**config.mk**
```make
export PLATFORM = sky130hd
export DESIGN_NAME = axi4_lite_slave_regs
export DESIGN_NICKNAME = d
export VERILOG_FILES = /design/src/rtl/axi4_lite_pkg.sv /design/src/rtl/axi4_lite_regfile.sv /design/src/rtl/axi4_lite_slave_regs.sv
export SDC_FILE = /design/constraint.sdc
export NUM_CORES = 1
export LEC_CHECK = 0
export ABC_AREA = 1
export CORE_AREA = 2 2 212 214
export DETAILED_ROUTE_END_ITERATION = 10
export DIE_AREA = 0 0 214 216
export PLACE_DENSITY = 0.79
export SYNTH_ARGS = -nofsm -noshare
export SYNTH_HDL_FRONTEND = slang
export SYNTH_SLANG_ARGS = --single-unit
```
**constraint.sdc**
```tcl
create_clock -name clk -period 3.8 [get_ports clk]
set_input_delay 0.76 -clock clk [delete_from_list [all_inputs] [get_ports clk]]
set_output_delay 0.76 -clock clk [all_outputs]
set_load 0.005 [all_outputs]
```
**src/rtl/axi4_lite_pkg.sv**
```systemverilog
// Shared response codes, FSM state types and address-decode helper for the
// AXI4-Lite register slave.
package axi4_lite_pkg;

  localparam logic [1:0] RESP_OKAY   = 2'b00;
  localparam logic [1:0] RESP_SLVERR = 2'b10;

  typedef enum logic [1:0] {
    W_IDLE,
    W_GOTADDR,
    W_GOTDATA,
    W_RESP
  } wstate_e;

  typedef enum logic {
    R_IDLE,
    R_DATA
  } rstate_e;

  function automatic logic idx_in_range(input logic [5:0] idx, input int unsigned num);
    return {26'd0, idx} < num;
  endfunction

endpackage

```
**src/rtl/axi4_lite_regfile.sv**
```systemverilog
// REG_NUM x DATA_WIDTH register storage with one byte-strobed write port and
// one combinational read port.
module axi4_lite_regfile
  import axi4_lite_pkg::*;
#(
  parameter int REG_NUM    = 16,
  parameter int DATA_WIDTH = 32
) (
  input  logic                    clk,
  input  logic                    rst_n,
  input  logic                    wr_en_i,
  input  logic [5:0]              wr_idx_i,
  input  logic [DATA_WIDTH-1:0]   wr_data_i,
  input  logic [DATA_WIDTH/8-1:0] wr_strb_i,
  input  logic [5:0]              rd_idx_i,
  output logic [DATA_WIDTH-1:0]   rd_data_o
);

  localparam int NBYTES = DATA_WIDTH / 8;

  logic [DATA_WIDTH-1:0] regs_q [REG_NUM];
  logic [REG_NUM-1:0]    wr_hit;

  genvar gi;
  generate
    for (gi = 0; gi < REG_NUM; gi++) begin : g_hit
      assign wr_hit[gi] = wr_en_i && (wr_idx_i == 6'(gi));
    end
  endgenerate

  // Registers must clear on reset, so this is flop storage rather than a RAM.
  always_ff @(posedge clk) begin
    if (!rst_n) begin
      for (int i = 0; i < REG_NUM; i++) regs_q[i] <= '0;
    end else begin
      for (int i = 0; i < REG_NUM; i++) begin
        for (int b = 0; b < NBYTES; b++) begin
          if (wr_hit[i] && wr_strb_i[b]) regs_q[i][b*8 +: 8] <= wr_data_i[b*8 +: 8];
        end
      end
    end
  end

  always_comb begin
    rd_data_o = '0;
    for (int i = 0; i < REG_NUM; i++) begin
      if (rd_idx_i == 6'(i)) rd_data_o = regs_q[i];
    end
  end

endmodule

```
**src/rtl/axi4_lite_slave_regs.sv**
```systemverilog
// AXI4-Lite slave exposing REG_NUM 32-bit registers in a 256-byte window.
// Define AXI4L_SLV_ERR_RESP_EN to answer out-of-range accesses with SLVERR.
module axi4_lite_slave_regs
  import axi4_lite_pkg::*;
#(
  parameter int ADDR_WIDTH = 32,
  parameter int DATA_WIDTH = 32,
  parameter int REG_NUM    = 16
) (
  input  logic                    clk,
  input  logic                    rst_n,
  input  logic [ADDR_WIDTH-1:0]   s_awaddr,
  input  logic                    s_awvalid,
  output logic                    s_awready,
  input  logic [DATA_WIDTH-1:0]   s_wdata,
  input  logic [DATA_WIDTH/8-1:0] s_wstrb,
  input  logic                    s_wvalid,
  output logic                    s_wready,
  output logic [1:0]              s_bresp,
  output logic                    s_bvalid,
  input  logic                    s_bready,
  input  logic [ADDR_WIDTH-1:0]   s_araddr,
  input  logic                    s_arvalid,
  output logic                    s_arready,
  output logic [DATA_WIDTH-1:0]   s_rdata,
  output logic [1:0]              s_rresp,
  output logic                    s_rvalid,
  input  logic                    s_rready
);

`ifdef AXI4L_SLV_ERR_RESP_EN
  localparam logic [1:0] OOR_RESP = RESP_SLVERR;
`else
  localparam logic [1:0] OOR_RESP = RESP_OKAY;
`endif

  wstate_e                 w_state_q, w_state_d;
  logic [5:0]              awidx_q, awidx_d;
  logic [DATA_WIDTH-1:0]   wdata_q, wdata_d;
  logic [DATA_WIDTH/8-1:0] wstrb_q, wstrb_d;
  logic [1:0]              bresp_q, bresp_d;
  rstate_e                 r_state_q, r_state_d;
  logic [DATA_WIDTH-1:0]   rdata_q, rdata_d;
  logic [1:0]              rresp_q, rresp_d;

  logic                    aw_hs, w_hs, ar_hs, pair_done, wr_en;
  logic [5:0]              wr_idx;
  logic [DATA_WIDTH-1:0]   wr_data, reg_rdata;
  logic [DATA_WIDTH/8-1:0] wr_strb;
  logic                    unused_addr_bits;

  // The interconnect decodes everything above bit 7; bits [1:0] are byte offsets.
  assign unused_addr_bits = ^{s_awaddr[ADDR_WIDTH-1:8], s_awaddr[1:0],
                              s_araddr[ADDR_WIDTH-1:8], s_araddr[1:0]};

  assign s_awready = (w_state_q == W_IDLE) || (w_state_q == W_GOTDATA);
  assign s_wready  = (w_state_q == W_IDLE) || (w_state_q == W_GOTADDR);
  assign s_bvalid  = (w_state_q == W_RESP);
  assign s_bresp   = bresp_q;
  assign s_arready = (r_state_q == R_IDLE);
  assign s_rvalid  = (r_state_q == R_DATA);
  assign s_rdata   = rdata_q;
  assign s_rresp   = rresp_q;

  assign aw_hs = s_awvalid && s_awready;
  assign w_hs  = s_wvalid && s_wready;
  assign ar_hs = s_arvalid && s_arready;

  always_comb begin
    w_state_d = w_state_q;
    awidx_d   = awidx_q;
    wdata_d   = wdata_q;
    wstrb_d   = wstrb_q;
    bresp_d   = bresp_q;
    pair_done = 1'b0;
    wr_idx    = awidx_q;
    wr_data   = wdata_q;
    wr_strb   = wstrb_q;
    unique case (w_state_q)
      W_IDLE: begin
        if (aw_hs && w_hs) begin
          pair_done = 1'b1;
          wr_idx    = s_awaddr[7:2];
          wr_data   = s_wdata;
          wr_strb   = s_wstrb;
          w_state_d = W_RESP;
        end else if (aw_hs) begin
          awidx_d   = s_awaddr[7:2];
          w_state_d = W_GOTADDR;
        end else if (w_hs) begin
          wdata_d   = s_wdata;
          wstrb_d   = s_wstrb;
          w_state_d = W_GOTDATA;
        end
      end
      W_GOTADDR: begin
        if (w_hs) begin
          pair_done = 1'b1;
          wr_data   = s_wdata;
          wr_strb   = s_wstrb;
          w_state_d = W_RESP;
        end
      end
      W_GOTDATA: begin
        if (aw_hs) begin
          pair_done = 1'b1;
          wr_idx    = s_awaddr[7:2];
          w_state_d = W_RESP;
        end
      end
      W_RESP: begin
        if (s_bready) w_state_d = W_IDLE;
      end
      default: w_state_d = W_IDLE;
    endcase
    wr_en = pair_done && idx_in_range(wr_idx, REG_NUM);
    if (pair_done) bresp_d = idx_in_range(wr_idx, REG_NUM) ? RESP_OKAY : OOR_RESP;
  end

  // rdata is forced to zero whenever rvalid is low.
  always_comb begin
    r_state_d = r_state_q;
    rdata_d   = rdata_q;
    rresp_d   = rresp_q;
    unique case (r_state_q)
      R_IDLE: begin
        if (ar_hs) begin
          r_state_d = R_DATA;
          rdata_d   = idx_in_range(s_araddr[7:2], REG_NUM) ? reg_rdata : '0;
          rresp_d   = idx_in_range(s_araddr[7:2], REG_NUM) ? RESP_OKAY : OOR_RESP;
        end
      end
      R_DATA: begin
        if (s_rready) begin
          r_state_d = R_IDLE;
          rdata_d   = '0;
          rresp_d   = RESP_OKAY;
        end
      end
      default: r_state_d = R_IDLE;
    endcase
  end

  always_ff @(posedge clk) begin
    if (!rst_n) begin
      w_state_q <= W_IDLE;
      awidx_q   <= '0;
      wdata_q   <= '0;
      wstrb_q   <= '0;
      bresp_q   <= RESP_OKAY;
      r_state_q <= R_IDLE;
      rdata_q   <= '0;
      rresp_q   <= RESP_OKAY;
    end else begin
      w_state_q <= w_state_d;
      awidx_q   <= awidx_d;
      wdata_q   <= wdata_d;
      wstrb_q   <= wstrb_d;
      bresp_q   <= bresp_d;
      r_state_q <= r_state_d;
      rdata_q   <= rdata_d;
      rresp_q   <= rresp_d;
    end
  end

  axi4_lite_regfile #(
    .REG_NUM   (REG_NUM),
    .DATA_WIDTH(DATA_WIDTH)
  ) u_regfile (
    .clk      (clk),
    .rst_n    (rst_n),
    .wr_en_i  (wr_en),
    .wr_idx_i (wr_idx),
    .wr_data_i(wr_data),
    .wr_strb_i(wr_strb),
    .rd_idx_i (s_araddr[7:2]),
    .rd_data_o(reg_rdata)
  );

endmodule

```
* Word-level counts from Yosys, hierarchy flattened
Memories as Yosys holds them, arrays and structs flattened.
Index checks and enable logic that the tools add are counted.
** Word-level totals
- Memories :: 1
- Register bits after elaboration :: 79
- RAM bits :: 512
- Output and inout port bits :: 41
** Memory list
- u_regfile.regs_q :: words 16, width 32, rd ports 16, clocked after Yosys merged registers in 0, write ports 16, line axi4_lite_regfile.sv:21 : logic [DATA_WIDTH-1:0] regs_q [REG_NUM];
** Operators by class
- Order comparisons :: 2
- Bitwise operators :: 67
- Reductions and logical operators :: 94
- Muxes and demuxes :: 303
- Equality and inequality tests :: 39
** Operators with widths (number)
- $mux W32 :: 21
- $mux W8 :: 64
- $mux W1 :: 198
- $pmux W32 S2 :: 2
- $eq A6 B4 Y1 const B :: 16
- $logic_and A1 B1 Y1 :: 85
- $or A1 B1 Y1 :: 64
- $eq A6 B3 Y1 const B :: 8
- $eq A6 B2 Y1 const B :: 4
- $mux W2 :: 8
- $eq A6 B1 Y1 const B :: 2
- $logic_not A6 Y1 :: 2
- $lt A6 B5 Y1 const B :: 2
- $mux W6 :: 2
- $pmux W6 S2 :: 1
- $mux W4 :: 2
- $pmux W2 S4 :: 1
- $pmux W4 S2 :: 1
- $ne A2 B2 Y1 const B :: 3
- $eq A2 B2 Y1 const B :: 2
- $ne A2 B1 Y1 const B :: 2
- $ne A4 B3 Y1 const B :: 1
- $pmux W2 S2 :: 1
- $reduce_and A2 Y1 :: 2
- other kinds (8) :: 11

* Longest topological paths before layout
- Depth in word-level cells :: 20
- Gate-level depth with buffers :: 17
- Mapped depth without buffers :: 16

* Cells and area by module
From an unflattened synthesis, not the netlist that was laid out.
** Second synthesis, totals
- Cells, all modules :: 2788
- Area total of the unflattened synthesis :: 26644.3 sq um
** By module, submodules not included
- axi4_lite_regfile :: seq. area each 15374.7 sq um, cells an instance 2096, times used 1, area each 22098.7 sq um
- axi4_lite_slave_regs :: seq. area each 1541.5 sq um, cells an instance 692, times used 1, area each 4545.6 sq um

* Worst setup path before layout
Ideal clock, no wire load.
- Path kind :: register to register
- Start point :: reg w_state_q[0]
- End point :: mem u_regfile.regs_q[11][4] (netlist: u_regfile.regs_q[1][100]), enable pin
- Data arrival time :: 2.769 ns
- Path slack :: 0.647 ns
- Buffers on the path :: 0
- Setup time :: 0.384 ns
- Data required time :: 3.416 ns
- Cell stages (with the launch flop) :: 14
- Path through :: dfxtp_1 -> inv_1 -> ha_1 -> nor2_1 -> nor2_2 -> nand2_1 -> inv_2 -> nor2_4 -> nor2_2 -> o22ai_1 -> nand2_1 -> nor2_1 -> nand2_1 -> o21ai_0
** RTL lines
- start, declared :: line axi4_lite_slave_regs.sv:37 : wstate_e w_state_q, w_state_d;
- start signal, assigned :: line axi4_lite_slave_regs.sv:155 : w_state_q <= w_state_d;
- end, declared :: line axi4_lite_regfile.sv:21

==> flow_summary.json <==
{
  "crit_path_max_incr_delay_ns": 0.45,
  "dieArea_um2": 46200,
  "finalHoldViolCount": 0,
  "critPathArrivalTime_ns": 3.62,
  "path_cells": "inv_1 > ha_1 > nor2_1 > nor2_2 > nand2_1 > inv_2 > nor2_4 > buf_4 > o21ai_0 > o21ai_1 > nand2_1 > nor3_4 > nand2_2 > nand2_1",
  "crit_type": "reg -> reg",
  "cts_setup_buffers": 0,
  "coreArea_um2": 43800,
  "synth_seq_cells": 589,
  "crit_fanout": 8,
  "setup_viol": 0,
  "nNetsFinal": 2908,
  "critPathRequiredTime_ns": 4.05,
  "grt_use_total": 0.270,
  "clock_sinks": 589,
  "ios": 148,
  "crit_path_top_delay_cell": "nor3_4",
  "ctsRootBufferMaster": "clkbuf_16",
  "h-tree-depth": 2,
  "min_period_ns": 3.37,
  "ir_drop_uv": 530,
  "route.vias.total": 19600,
  "total_power_mw": 16.6,
  "drive_gt1_frac": 0.120,
  "intPower_mw": 11.8,
  "comb_power_share": 0.186,
  "area_growth_pct": 15.5,
  "slew_headroom": 0.282,
  "clock_power_share": 0.326,
  "placed_area_um2": 28400,
  "final_cell_area_um2": 30100,
  "synthCells": 2621,
  "maxCapViolations": 0,
  "finalWeightedCongestion": 0.889,
  "finClkSkew_ns": 0.0256,
  "initialDrtViolationCount": 2132,
  "grt_overflow": 0,
  "viasPerCell": 5.70,
  "io_buffers": 91,
  "wl_per_cell_um": 18.3,
  "fin_util": 0.687,
  "p_per_area_nw_per_um2": 550,
  "tritoncts": "built",
  "end_kind": "flop",
  "clock_path_buffers": 3,
  "holdWs_ns": 0.466,
  "cts_buffers": 54,
  "antenna_cells": 0,
  "synth-seq-area-share": 0.649,
  "ys_types": 38,
  "grt_setup_unrepaired": "false",
  "slew_violations": 0,
  "cts.clk_slew.worst_paths_ns": 0.07,
  "first_pass_iters": 5,
  "tns_ns": 0,
  "fp.dieH_um": 216,
  "detail-route-antenna-nets": 0,
  "sw_frac_of_total": 0.289,
  "routed_wl_um": 62800,
  "synth_area_um2": 26100,
  "cts-hold-fix-buffers": 0,
  "pwr-share-seq": 0.488,
  "min_path_type": "reg -> reg",
  "power.leakage_nw": 11.6,
  "clk_latency_ns": 0.60,
  "dieWidth_um": 214,
  "worst_pin_slew_ns": 1.08,
  "fillers": 2989,
  "fmax_ghz": 0.297,
  "antenna_found_initial": 0,
  "finalCritPeriodShare": 0.887,
  "worstSetupStartpointType": "flop",
  "num_rows": 77,
  "post_cts_resized": 0,
  "yosysWarnings": 0,
  "grt_pass1_wl_um": 99800,
  "start_util": 0.595,
  "cp_common_cell": "nand2_1",
  "p_switching_mw": 4.79,
  "status": "finished clean",
  "grt_pass1_vias": 19000,
  "drc": 0,
  "synth.avg_cell_area_um2": 9.95,
  "hpwl_um": 44300,
  "grt_max_degree": 94
}
==> worst paths after layout <==
path,from,end,slack [ns],depth (start not counted)
setup / recovery,w_state_q[0]$_SDFFE_PN0P_,u_regfile.regs_q[1][25]$_SDFFCE_PN0P_,0.43,14
hold / removal,s_rdata[31]$_SDFFE_PN0P_,s_rdata[31]$_SDFFE_PN0P_,0.47,2
setup reg to reg,w_state_q[0]$_SDFFE_PN0P_,u_regfile.regs_q[1][25]$_SDFFCE_PN0P_,0.43,14
hold reg to reg,s_rdata[31]$_SDFFE_PN0P_,s_rdata[31]$_SDFFE_PN0P_,0.47,2
==> synthesized netlist by cell type <==
cell type | number | share of area
nor2_2 | 5 | 0.0012
nor3_1 | 3 | 0.00058
buf_2 | 2 | 0.00038
nor2_1 | 537 | 0.077
clkbuf_1 | 97 | 0.014
clkinv_1 | 15 | 0.0022
a211oi_1 | 1 | 0.00029
a31oi_1 | 8 | 0.0019
conb_1 | 1 | 0.00014
a2111o_1 | 1 | 0.00043
nand2_1 | 517 | 0.074
o21ai_1 | 1 | 0.00019
nor2_4 | 9 | 0.0039
a41oi_1 | 1 | 0.00034
o21ai_0 | 101 | 0.019
o211ai_1 | 21 | 0.0060
nor2_8 | 4 | 0.0031
dfxtp_1 | 77 | 0.059
buf_4 | 5 | 0.0014
a221oi_4 | 4 | 0.0040
o22ai_2 | 1 | 0.00048
inv_1 | 240 | 0.035
ha_1 | 4 | 0.0019
or2_2 | 22 | 0.0053
inv_2 | 31 | 0.0045
nand3_1 | 41 | 0.0079
a21boi_0 | 2 | 0.00058
mux2i_1 | 14 | 0.0054
nand2_4 | 13 | 0.0056
o22ai_1 | 19 | 0.0046
edfxtp_1 | 512 | 0.59
nand4_1 | 112 | 0.027
buf_1 | 1 | 0.00014
nand2_2 | 30 | 0.0072
a221oi_1 | 10 | 0.0034
nor3b_1 | 1 | 0.00029
a21oi_1 | 156 | 0.030
nor3_4 | 2 | 0.0012
==> power groups by stage <==
stage                     combinational, mW  clock (mW)  sequential (mW)
after floorplan                        1.86           0             8.13
final                                  3.09        5.41             8.08
after CTS                              3.04        5.43             8.07
after detailed placement               3.01           0             8.20
after global placement                 2.88           0             8.16
after global routing                   3.33        5.68             8.14
==> cells by family (layout without fill, tap and decap cells) <==
logic type,count (synthesis),count (layout),share of synthesized area
AOI/OAI and AO/OA,326,326,0.0716
adders and majority gates,4,4,0.00192
buffers and inverters,391,609,0.0571
DFF,589,589,0.649
muxes,14,14,0.00538
other,1,4,0.000144
and+or+nand+nor,1296,1296,0.215
==> flip-flops by register name, summed over array words and instances, names as in the netlist <==
signal and count:
s_rdata 32, s_rvalid 1, u_regfile.regs_q 512, wstrb_q 4, w_state_q 2, wdata_q 32
awidx_q 6
==> area by class of cell <==
type                            count  area (um^2)  area share
Inverter                          286         1070      0.0356
Clock buffer                       78         1540      0.0510
Clock inverter                     23          215     0.00715
Timing Repair Buffer              222         1930      0.0640
Tap cell                          592          741      0.0246
Multi-Input combinational cell   1644         7710       0.256
Sequential cell                   589        16900       0.562
==> metal layers <==
metal	track usage	part of all wire	up-vias
li1	-	-	9136
met1	0.363	0.40	9332
met2	0.454	0.49	972
met3	0.0335	0.080	131
met4	0.103	0.035	0
met5	0	0	-
==> per-stage QoR <==
step	setup slack (ns)	std cells
finish	0.429	3434
detailed placement	-0.0223	3333
floorplan	0.647	2624
global route	0.161	3434
CTS	0.488	3434
global placement	0.0569	3333
==> critical path: cells and delay by family (launching register included) <==
family,cells,cell delay [ns]
adders and majority gates,1,0.30
and+or+nand+nor,8,1.67
buffers and inverters,3,0.28
AOI/OAI and AO/OA,2,0.36
DFF,1,0.40
==> layout by cell type (no fill, tap or decap), types with 5 or more instances in the layout <==
cell,instances
a21oi_1,155
a221oi_1,10
a31oi_1,8
buf_4,128
clkbuf_1,18
clkbuf_16,57
clkdlybuf4s50_1,90
clkinv_1,24
clkinv_2,5
dfxtp_1,77
edfxtp_1,512
inv_1,240
inv_2,32
mux2i_1,14
nand2_1,517
nand2_2,30
nand2_4,13
nand3_1,41
nand4_1,112
nor2_1,524
nor2_2,18
nor2_4,9
o211ai_1,21
o21ai_0,101
o22ai_1,19
or2_2,22
Power figures use the tool's default switching activity.
